File: src/rtl/hub_rx_deframer_pkg.sv
// Shared constants and types for the HUB serial receive path.
package hub_rx_deframer_pkg;
  localparam int         HUB_BYTE_W = 8;
  localparam logic [7:0] HUB_SFD    = 8'hAB;
  localparam logic [0:0] ST_HUNT    = 1'b0;
  localparam logic [0:0] ST_DATA    = 1'b1;

  typedef struct packed {
    logic                  last;
    logic [HUB_BYTE_W-1:0] data;
  } rx_entry_t;
endpackage

File: src/rtl/hub_byte_fifo.sv
// Synchronous {last, data} byte FIFO; a write into a full FIFO is accepted only alongside a pop.
module hub_byte_fifo
  import hub_rx_deframer_pkg::*;
#(
  parameter int DEPTH = 4
) (
  input  logic      clk,
  input  logic      reset,
  input  logic      wr_en,
  input  rx_entry_t wr_data,
  output logic      full,
  input  logic      rd_en,
  output rx_entry_t rd_data,
  output logic      empty
);
  localparam int AW = $clog2(DEPTH);

  rx_entry_t       mem [DEPTH];
  logic [AW-1:0]   wr_ptr, rd_ptr;
  logic [AW:0]     count;
  logic            rd_ok, wr_ok;

  assign empty   = (count == '0);
  assign full    = (count == (AW+1)'(DEPTH));
  assign rd_ok   = rd_en && !empty;
  assign wr_ok   = wr_en && (!full || rd_ok);
  assign rd_data = mem[rd_ptr];

  always_ff @(posedge clk or posedge reset) begin
    if (reset) begin
      wr_ptr <= '0;
      rd_ptr <= '0;
      count  <= '0;
      for (int i = 0; i < DEPTH; i++) mem[i] <= '0;
    end else begin
      if (wr_ok) begin
        mem[wr_ptr] <= wr_data;
        wr_ptr      <= wr_ptr + AW'(1);
      end
      if (rd_ok) rd_ptr <= rd_ptr + AW'(1);
      count <= count + (AW+1)'(wr_ok) - (AW+1)'(rd_ok);
    end
  end
endmodule

File: src/rtl/hub_rx_deframer.sv
// Per-port serial receiver: hunts the SFD, deserializes LSB-first bytes, queues them for the HUB.
module hub_rx_deframer
  import hub_rx_deframer_pkg::*;
#(
  parameter int FRAME_BYTES = 1,
  parameter int FIFO_DEPTH  = 4
) (
  input  logic                  clk,
  input  logic                  reset,
  input  logic                  rx,
  output logic [HUB_BYTE_W-1:0] rx_data,
  output logic                  rx_last,
  output logic                  rx_valid,
  input  logic                  rx_ready,
  output logic                  busy,
  output logic                  overflow
);
  logic [0:0] state;
  // Only the seven most recent bits need storing; the eighth is the live rx sample.
  logic [6:0] window;
  logic [6:0] shift;
  logic [2:0] bit_cnt;
  logic [3:0] byte_cnt;

  logic [7:0] sampled, new_byte;
  logic       byte_done, is_last, full, empty;
  rx_entry_t  head;

  assign sampled   = {window, rx};
  assign new_byte  = {rx, shift};
  assign byte_done = (state == ST_DATA) && (bit_cnt == 3'd7);
  assign is_last   = (byte_cnt == 4'(FRAME_BYTES-1));

  assign rx_valid = !empty;
  assign rx_data  = head.data;
  assign rx_last  = head.last;
  assign busy     = (state == ST_DATA);

  hub_byte_fifo #(.DEPTH(FIFO_DEPTH)) u_fifo (
    .clk     (clk),
    .reset   (reset),
    .wr_en   (byte_done),
    .wr_data ('{last: is_last, data: new_byte}),
    .full    (full),
    .rd_en   (rx_ready),
    .rd_data (head),
    .empty   (empty)
  );

  always_ff @(posedge clk or posedge reset) begin
    if (reset) begin
      state    <= ST_HUNT;
      window   <= '0;
      shift    <= '0;
      bit_cnt  <= '0;
      byte_cnt <= '0;
      overflow <= 1'b0;
    end else begin
      overflow <= byte_done && full && !(rx_ready && !empty);
      if (state == ST_HUNT) begin
        window <= sampled[6:0];
        if (sampled == HUB_SFD) begin
          state    <= ST_DATA;
          bit_cnt  <= '0;
          byte_cnt <= '0;
        end
      end else begin
        shift   <= {rx, shift[6:1]};
        bit_cnt <= bit_cnt + 3'd1;
        if (bit_cnt == 3'd7) begin
          // Clearing the window forces a fresh 8-bit SFD after every frame.
          if (is_last) begin
            state  <= ST_HUNT;
            window <= '0;
          end else begin
            byte_cnt <= byte_cnt + 4'd1;
          end
        end
      end
    end
  end
endmodule
File: config.mk
export PLATFORM = sky130hd
export DESIGN_NAME = hub_rx_deframer
export DESIGN_NICKNAME = d
export VERILOG_FILES = /design/src/rtl/hub_rx_deframer_pkg.sv /design/src/rtl/hub_byte_fifo.sv /design/src/rtl/hub_rx_deframer.sv
export SDC_FILE = /design/constraint.sdc
export NUM_CORES = 1
export LEC_CHECK = 0
export ABC_AREA = 1
export CORE_ASPECT_RATIO = 1.5
export CORE_UTILIZATION = 53
export DETAILED_ROUTE_END_ITERATION = 10
export PLACE_DENSITY = 0.79
export RECOVER_POWER = 50
export SYNTH_ARGS = -nofsm -noshare
export SYNTH_HDL_FRONTEND = slang
export SYNTH_SLANG_ARGS = --single-unit
File: constraint.sdc
create_clock -name clk -period 1.9 [get_ports clk]
set_input_delay 0.285 -clock clk [delete_from_list [all_inputs] [get_ports clk]]
set_output_delay 0.285 -clock clk [all_outputs]
set_load 0.01 [all_outputs]
Word-level counts from Yosys, hierarchy flattened
Cells that the tools add are included.
- register bits: 66
- bits of input ports: 4
- output and inout bits: 12
- word-level logic and storage cells: 68
- $add $sub $neg: 6
- order comparisons: 3
- equal/unequal tests: 6
- muxes and demuxes: 19
- bitwise logic cells: 2
- reductions and logical operators: 15
- operator list (kind ; number):
    36-bit bitwise mux ; 1
    9-bit two-way mux ; 3
    7-bit two-way mux ; 3
    9-bit binary-select mux with 2-bit select ; 1
    9-bit demux with 2-bit select ; 1
    4-bit two-way mux ; 4
    8-bit equality test (second input constant) ; 1
    3-bit equality test (second input constant) ; 2
    3-bit >= comparator (second input constant) ; 2
    1-bit logical AND ; 6
    3-bit two-way mux ; 2
    2-bit NOT with 3-bit output ; 2
    2-bit by 1-bit adder with 2-bit output (second input constant) ; 2
    4-bit by 1-bit adder with 4-bit output (second input constant) ; 1
    4-bit logical NOT ; 1
    1-bit two-way mux ; 4
    2-bit by 1-bit != test with 1-bit output (second input constant) ; 2
    3-bit by 1-bit adder with 3-bit output ; 1
    3-bit by 1-bit adder with 3-bit output (second input constant) ; 1
    1-bit logical NOT ; 3
    3-bit logical NOT ; 1
    3-bit by 1-bit < comparator with 1-bit output (second input constant) ; 1
    3-bit AND reduction ; 1
    3-bit by 1-bit subtractor with 3-bit output ; 1
    4 further kinds ; 4

Longest topological paths before layout
- word-level depth: 7
- depth in mapped cells: 9

Hierarchy
From an unflattened synthesis, not the netlist that was laid out.
- cells, all modules: 373
- area, all modules: 3224.3 um^2
- modules (own cells, without submodules) (module ; times used ; cells an instance ; area each (um^2)):
    hub_byte_fifo ; 1 ; 256 ; 2162.1
    hub_rx_deframer ; 1 ; 117 ; 1062.3

Least setup slack after synthesis
No wires, ideal clock.
- path type: register -> register
- from: register u_fifo.count[1]
- to: register u_fifo.count[2]
- arrival time: 1854 ps
- setup slack: -82 ps
- stages on the path, launching flop included: 10
- buffers on the path: 0
- clock period less this slack: 1982 ps
- path through: dfrtp_1 nor2_2 nand2_1 nand2_1 inv_1 ha_1 inv_1 ha_1 fa_1 xor2_1
- cells in the longest elaborated chain, start to end: 7
- RTL lines (item ; RTL line ; RTL):
    start: declaration ; hub_byte_fifo.sv:20 ; logic [AW:0] count;
    start signal: assignment ; hub_byte_fifo.sv:41 ; count <= count + (AW+1)'(wr_ok) - (AW+1)'(rd_ok);
    3-bit logical NOT * ; hub_byte_fifo.sv:23 ; assign empty = (count == '0);
    1-bit logical NOT * ; n/a ;
    named net rx_valid ; hub_rx_deframer.sv:13 ; output logic rx_valid,
    1-bit logical AND * ; hub_byte_fifo.sv:25 ; assign rd_ok = rd_en && !empty;
    named net u_fifo.rd_ok ; hub_byte_fifo.sv:21 ; logic rd_ok, wr_ok;
    1-bit logical OR ; hub_byte_fifo.sv:26 ; assign wr_ok = wr_en && (!full || rd_ok);
    1-bit logical AND ; hub_byte_fifo.sv:26 ;
    3-bit by 1-bit adder with 3-bit output ; hub_byte_fifo.sv:41 ;
    3-bit by 1-bit subtractor with 3-bit output * ; hub_byte_fifo.sv:41 ;
The timed path passes the listed nets; every way through them passes the cells marked *.
A chain may end at the register's enable or synchronous reset.

Worst setup path in the final report
- from: register state, in the netlist busy
- to: output port busy
- RTL lines (item ; RTL line ; RTL):
    start: declaration ; hub_rx_deframer.sv:18 ; logic [0:0] state;
    start signal: assignment ; hub_rx_deframer.sv:52 ; state <= ST_HUNT;
    start signal: assignment ; hub_rx_deframer.sv:63 ; state <= ST_DATA;
    start signal: assignment ; hub_rx_deframer.sv:73 ; state <= ST_HUNT;
    end: declaration ; hub_rx_deframer.sv:15 ; output logic busy,
No word-level cell between the ends.

==> results by group <==
Floorplanning
  – DIE AREA: 0.00613 mm²
  – Starting density of the core: 0.557
  – Chip Width: roughly 64 µm
  – Die height: between 90 and 100 µm
  – Num rows: 33
  – Ports: 16
  – CORE AREA: around 0.0055 mm²

Setup path
  – CP Class: reg -> out
  – Worst path required time: around 1.6 ns
  – Arr. time, crit path: ~1.6 ns
  – Critical path startpoint category: flip-flop
  – Crit. End Element: primary output
  – Worst-path fanout max: 27
  – Worst R2R Setup Slack: about 0.060 ns

Placed design
  – DP HPWL: between 3 and 4 mm
  – GP Congestion: ~0.81
  – IO buf count: 15
  – Dpl cells: 410
  – DP Worst Slack: -0.139 ns

Logic synthesis
  – Post-synth net total: 337
  – Synth area leader: dfrtp_1
  – Post-synthesis cell type count: 24
  – Largest cells by area after synthesis: dfrtp_1 (54%), nand2_1 (8.2%), o21ai_0 (5.5%)
  – Share of the synthesized area in the top cell type: 0.536
  – EDFF count, synth: 0
  – Top FF cell, synth: dfrtp_1
  – Sequential area share after synthesis: 0.536
  – Post-synth top cells: nand2_1 (67), dfrtp_1 (66), o21ai_0 (34)
  – Synth warn: 0
  – Syn avg cell area: around 9.6 µm²
  – Count leader, synth: nand2_1
  – Fraction of registers with async set/reset: 1.00
  – Register bit total from synthesis: 66
  – Synth Instances: ~320
  – Synthesized area: 0.00308 mm²

Timing
  – Worst slew pin tran: 0.891 ns
  – Unrepaired setup endpoints after global routing: true
  – Setup violations, final: 0
  – Fraction of the cycle the final worst path needs: 0.973
  – Slew Limit Fails: 0
  – Final setup margin: between 0.05 and 0.06 ns
  – Peak Freq: 541 MHz
  – Final min period: 1.85 ns
  – Final Hold Viols: 0
  – Worst slew margin: 0.406
  – Clock Skews: roughly 0.0096 ns

CTS
  – CTS Sinks: 66
  – CTS Hold Bufs: 0
  – Root Buffer: clkbuf_8
  – CTS Buffer Depth: 2
  – Clock transition at the registers of the reported paths: ~0.070 ns
  – TritonCTS buffer count: 9
  – CTS tree: built
  – CTS HTree Levels: 3
  – Worst skew pair latency: roughly 0.34 ns

GRT
  – First-pass GRT wire length: 9.98 mm
  – Initial antenna violation count: 0
  – Remaining Overflow, GRT: 0
  – GRT Total Usage: 0.216
  – Number of global-route vias before repair: about 2.2k
  – Largest net degree at the start of global routing: 67

Routing
  – Drt via density: 5.39
  – Antenna-violating nets left: 0
  – DRC: 0
  – Routed vias: approximately 2.3k
  – Final WL: 5.82 mm
  – Routed WL per cell: about 14 µm
  – DR iter-0 viols: roughly 180
  – DRT Pass-1 Iters: 4

Final layout
  – Share of cells above drive strength 1: 0.187
  – Fillers: between 400 and 500
  – Multi-input gate area: about 0.0012 mm²
  – Seq. cell area: 0.00165 mm²
  – Final #Nets: 368
  – Cell Count, Final, Fillers Out: 428
  – Layout area overhead: 16.1%
  – Antenna cell count: 0

Power and ir drop
  – Leak pwr: approximately 0.0017 µW
  – VDD IR max: 0.550 mV
  – Final Power: ~5000 µW
  – Pwr Density: between 1000 and 1500 mW/mm²

Job
  – Number of max-cap violations: 0

Status
  – Status: finished clean

Hold path
  – Hold crit path type: reg -> reg
per-layer routing:
layer	global-route usage	share of wire
met1	0.268	0.45
met2	0.353	0.51
met3	0.0347	0.033
met4	0.130	0.013
met5	0	0
sequential cells by signal, indices dropped and copies added, names as in the netlist:
| register | flops |
|---|---|
| u_fifo.count | 3 |
| shift | 7 |
| bit_cnt | 3 |
| busy | 1 |
| window | 7 |
| u_fifo.rd_ptr | 2 |
| byte_cnt | 4 |
| overflow | 1 |
| u_fifo.mem | 36 |
| u_fifo.wr_ptr | 2 |
final cells by class:
cell class	count	share of cell area
Sequential cell	66	0.462
Multi-Input combinational cell	214	0.346
Timing Repair Buffer	32	0.0805
Clock buffer	14	0.0483
Inverter	30	0.0360
Tap cell	70	0.0245
Clock inverter	2	0.00280
worst max-delay path, stage by stage (launching register included):
cell	delay [ns]
dfrtp_1	0.46
buf_8	0.21
clkdlybuf4s50_1	0.55
cell usage in the layout (no fill, tap or decap), types with 2 or more instances in the layout:
master / netlist / layout
clkinv_2: 0 / 2
buf_4: 0 / 13
nand2_4: 2 / 2
o21ai_2: 16 / 16
nand2_2: 3 / 5
clkbuf_8: 0 / 12
o21ai_0: 34 / 33
nand3_4: 4 / 4
clkbuf_1: 5 / 2
nand2_1: 67 / 65
inv_1: 29 / 28
nor2_1: 23 / 23
clkdlybuf4s50_1: 0 / 5
xor2_1: 4 / 4
o21ai_1: 21 / 22
dfrtp_1: 66 / 66
ha_1: 10 / 8
dlygate4sd2_1: 0 / 7
nand3_1: 14 / 14
o22ai_1: 9 / 9
nor2_2: 2 / 2
nand4_1: 2 / 2
final timing paths:
kind / depth (start not counted) / start / end
worst max-delay path: 2 / busy$_DFF_PP0_ / busy
worst min-delay path: 2 / u_fifo.mem[15]$_DFFE_PP0P_ / u_fifo.mem[15]$_DFFE_PP0P_
worst max register to register: 9 / bit_cnt[0]$_DFFE_PP0P_ / u_fifo.count[2]$_DFF_PP0_
worst min register to register: 2 / u_fifo.mem[15]$_DFFE_PP0P_ / u_fifo.mem[15]$_DFFE_PP0P_
max in group asynchronous: 3 / reset / u_fifo.mem[26]$_DFFE_PP0P_
min in group asynchronous: 3 / reset / u_fifo.mem[18]$_DFFE_PP0P_
where the power goes:
| group | total [µW] | internal (µW) | switching (µW) |
|---|---|---|---|
| Sequential | 2100 | 1860 | 242 |
| Clock | 1080 | 578 | 504 |
| Combinational | 1830 | 843 | 985 |
| Total | 5010 | 3280 | 1730 |
stage by stage:
step                      area, µm²  TNS (ns)  hold WS [ns]   util
after global placement         3380    -0.105         0.460  0.610
after floorplan                3090   -0.0354         0.402      -
after global routing           3580   -0.0284         0.502  0.646
after CTS                      3570         0         0.395  0.645
after detailed placement       3380    -0.173         0.463  0.610
final                          3580         0         0.478  0.646
cell families (layout without fill, tap and decap cells):
family / after synthesis / in the layout / share of synthesized area
XOR/XNOR: 5 / 5 / 0.0142
buffers and inverters: 42 / 78 / 0.0695
flip-flops: 66 / 66 / 0.536
AO/OA/AOI/OAI: 80 / 80 / 0.153
adder cells (fa/ha/maj): 11 / 11 / 0.0471
AND/OR/NAND/NOR: 118 / 118 / 0.180
repair_timing:
| action | in CTS | in global routing |
|---|---|---|
| endpoints found under the setup margin | 11 | 6 |
| cloned | 0 | 0 |
| gates resized for setup | 14 | 7 |
| buffers inserted | 0 | 2 |
| pin swaps | 1 | 3 |
No activity file was read; power rests on OpenSTA's default activity.
==> RTL edit (same settings) <==
Set the parameter `FIFO_DEPTH` to 8 (it was 4).
--- a/src/rtl/hub_rx_deframer.sv
+++ b/src/rtl/hub_rx_deframer.sv
@@ -3,7 +3,7 @@
   import hub_rx_deframer_pkg::*;
 #(
   parameter int FRAME_BYTES = 1,
-  parameter int FIFO_DEPTH  = 4
+  parameter int FIFO_DEPTH  = 8
 ) (
   input  logic                  clk,
   input  logic                  reset,
Function: same outputs for any inputs over 10 cycles, from zero or initial values and one cycle with reset high; that may be too few to reach the edited logic, so the function may still have changed.
==> RTL edit against the original RTL <==
The flow now finishes with violations (design-rule violations, negative setup slack). Power up 70%. Non-clock buffer count is 24 higher. Critical path depth is 7 higher. Sequential share of layout area down 4.4 points. Final area up 76%. Worst setup slack got worse by 130 ps. Sequential power increased by 49%. Sequential cell count increased by 39. Wire length grew 130%. Synthesized area up 75%. Count of clock-buffer cells in the layout fell by 3. Clock power is 69% higher. Largest power group is now combinational cells.
==> RTL edit: results (changes against the original RTL) <==
wire per inst=16.9 µm (was 13.6 µm); Clock Sinks=105 (was 66); Worst Slack Setup Final=-76.2 ps (was 50.6 ps); layout cell share with drive strength beyond 1=0.177 (was 0.187); R2R setup slack=80 ps (was 60 ps); CP arrival=1690 ps (was 1560 ps); Non-clock buffers=56 (was 32); area post-placement=0.00587 mm² (was 0.00338 mm²); R2R cell count=10 (was 9); number of global-route vias before repair=4627 (was 2172); 1st-iter DRT viols=545 (was 175); Multi-In Gates=467 (was 214); grt met2 use=0.431 (was 0.353); slowest stage delay, CP=450 ps (was 550 ps); Via density=5.90 (was 5.39); pin count of the biggest net entering global routing=84 (was 67); tap cell count=115 (was 70); Synth area leaders=dfrtp_1, nand2_1, nand4_1, o21ai_0, nor2_1 (was dfrtp_1, nand2_1, o21ai_0, o21ai_2, ha_1); Max VDD drop=0.575 mV (was 0.550 mV); Inverters=31 (was 30); clock skew=6.66 ps (was 9.60 ps); worst setup path end=rx_data[5] (was busy); Max FO, Critical Path=4 (was 27); P_leak=3.11 nW (was 1.75 nW); Final Core Density=0.641 (was 0.646); DP Cell Count=769 (was 410); met3 GRT Util=0.0419 (was 0.0347); NonClk Buf Share=0.0864 (was 0.0805); post-route insts no fill=789 (was 428); P_sw=3.44 mW (was 1.73 mW); commonest cells in the netlist=nand2_1, dfrtp_1, nand4_1 (was nand2_1, dfrtp_1, o21ai_0); HPWL after DPL=8510 µm (was 3880 µm); DRC Markers=3 (was 0); M1 WL=5380 µm (was 2600 µm); sequential cell area=0.00263 mm² (was 0.00165 mm²); Synth Area per Inst=8.35 µm² (was 9.57 µm²); syn_nets=664 (was 337); global-route wire length before repair=22500 µm (was 9980 µm); sequential share of the synthesized area=0.486 (was 0.536); DR WL met3=784 µm (was 191 µm); metal2 WL=6580 µm (was 2950 µm); status=finished, violations left (was finished, final reports clean); CP startpoint=u_fifo.rd_ptr[0] (was busy); violations in the final reports=design-rule violations, negative setup slack; dpl ws=-138 ps (was -139 ps); Worst path slowest cell=dfrtp_2 (was clkdlybuf4s50_1); fraction of area in multi-input gates=0.405 (was 0.346); Final GP Congestion=0.850 (was 0.806); met1 Usage GRT=0.353 (was 0.268); final setup violating endpoints=5 (was 0); 1st-pass router iterations=8 (was 4); top flop regs=u_fifo.mem (72), shift (7), window (7) (was u_fifo.mem (36), shift (7), window (7)); RR Endpoint=u_fifo.count[1] (was u_fifo.count[2]); total global-route track usage=0.269 (was 0.216)
-- RTL edit: changes by cell type after synthesis, moves of 15 or more --
| cell | delta |
|---|---|
| dfrtp_1 | +39 |
| o21ai_2 | -16 |
| nand4_1 | +70 |
| o21ai_0 | +15 |
| nand2_1 | +143 |
| nor2_1 | +37 |
-- RTL edit: how the worst min path moves through the flow --
stage / end / slack, ps / from / depth (start not counted)
2_1_floorplan: u_fifo.mem[10] / 440 / u_fifo.mem[10] / 2
3_3_place_gp: u_fifo.mem[22] / 450 / u_fifo.mem[22] / 2
3_5_place_dp: u_fifo.mem[14] / 450 / u_fifo.mem[14] / 2
4_1_cts: u_fifo.mem[61] / 320 / reset / 2
5_1_grt: u_fifo.mem[18] / 480 / u_fifo.mem[18] / 2
6_report: u_fifo.mem[14] / 470 / u_fifo.mem[14] / 2
-- RTL edit: tightest hold or removal path, cell delays in order, from the launching register on --
cell and delay, ps:
dfrtp_1 340, nand2_1 50, nand2_1 50
-- RTL edit: repair_timing --
action | 4_1_cts | 5_1_grt
cloned | 1 | 1
endpoints found under the setup margin | 12 | 41
gates resized for setup | 70 | 18
hold endpoints to repair | 0 | 0
setup buffers | 3 | 0
pin swaps | 12 | 3
-- RTL edit: kinds of logic (layout without fill, tap and decap cells) --
kind of cell               count (synthesis)  in the layout  share of synthesized area
xor gates and xnor gates                   7              7                     0.0113
DFF                                      105            105                      0.486
and+or+nand+nor                          374            374                      0.332
buffers and inverters                     75            102                     0.0695
AOI/OAI and AO/OA                         73             73                     0.0690
adders and majority gates                 13             13                     0.0315
-- RTL edit: power groups by stage --
stage	Sequential [mW]	Clock, mW	Combinational (mW)
floorplan	2.78	0	2.34
finish	3.13	1.83	3.57
global placement	3.11	0	3.25
detailed placement	3.12	0	3.33
CTS	3.10	1.86	3.47
global route	3.16	1.95	3.97
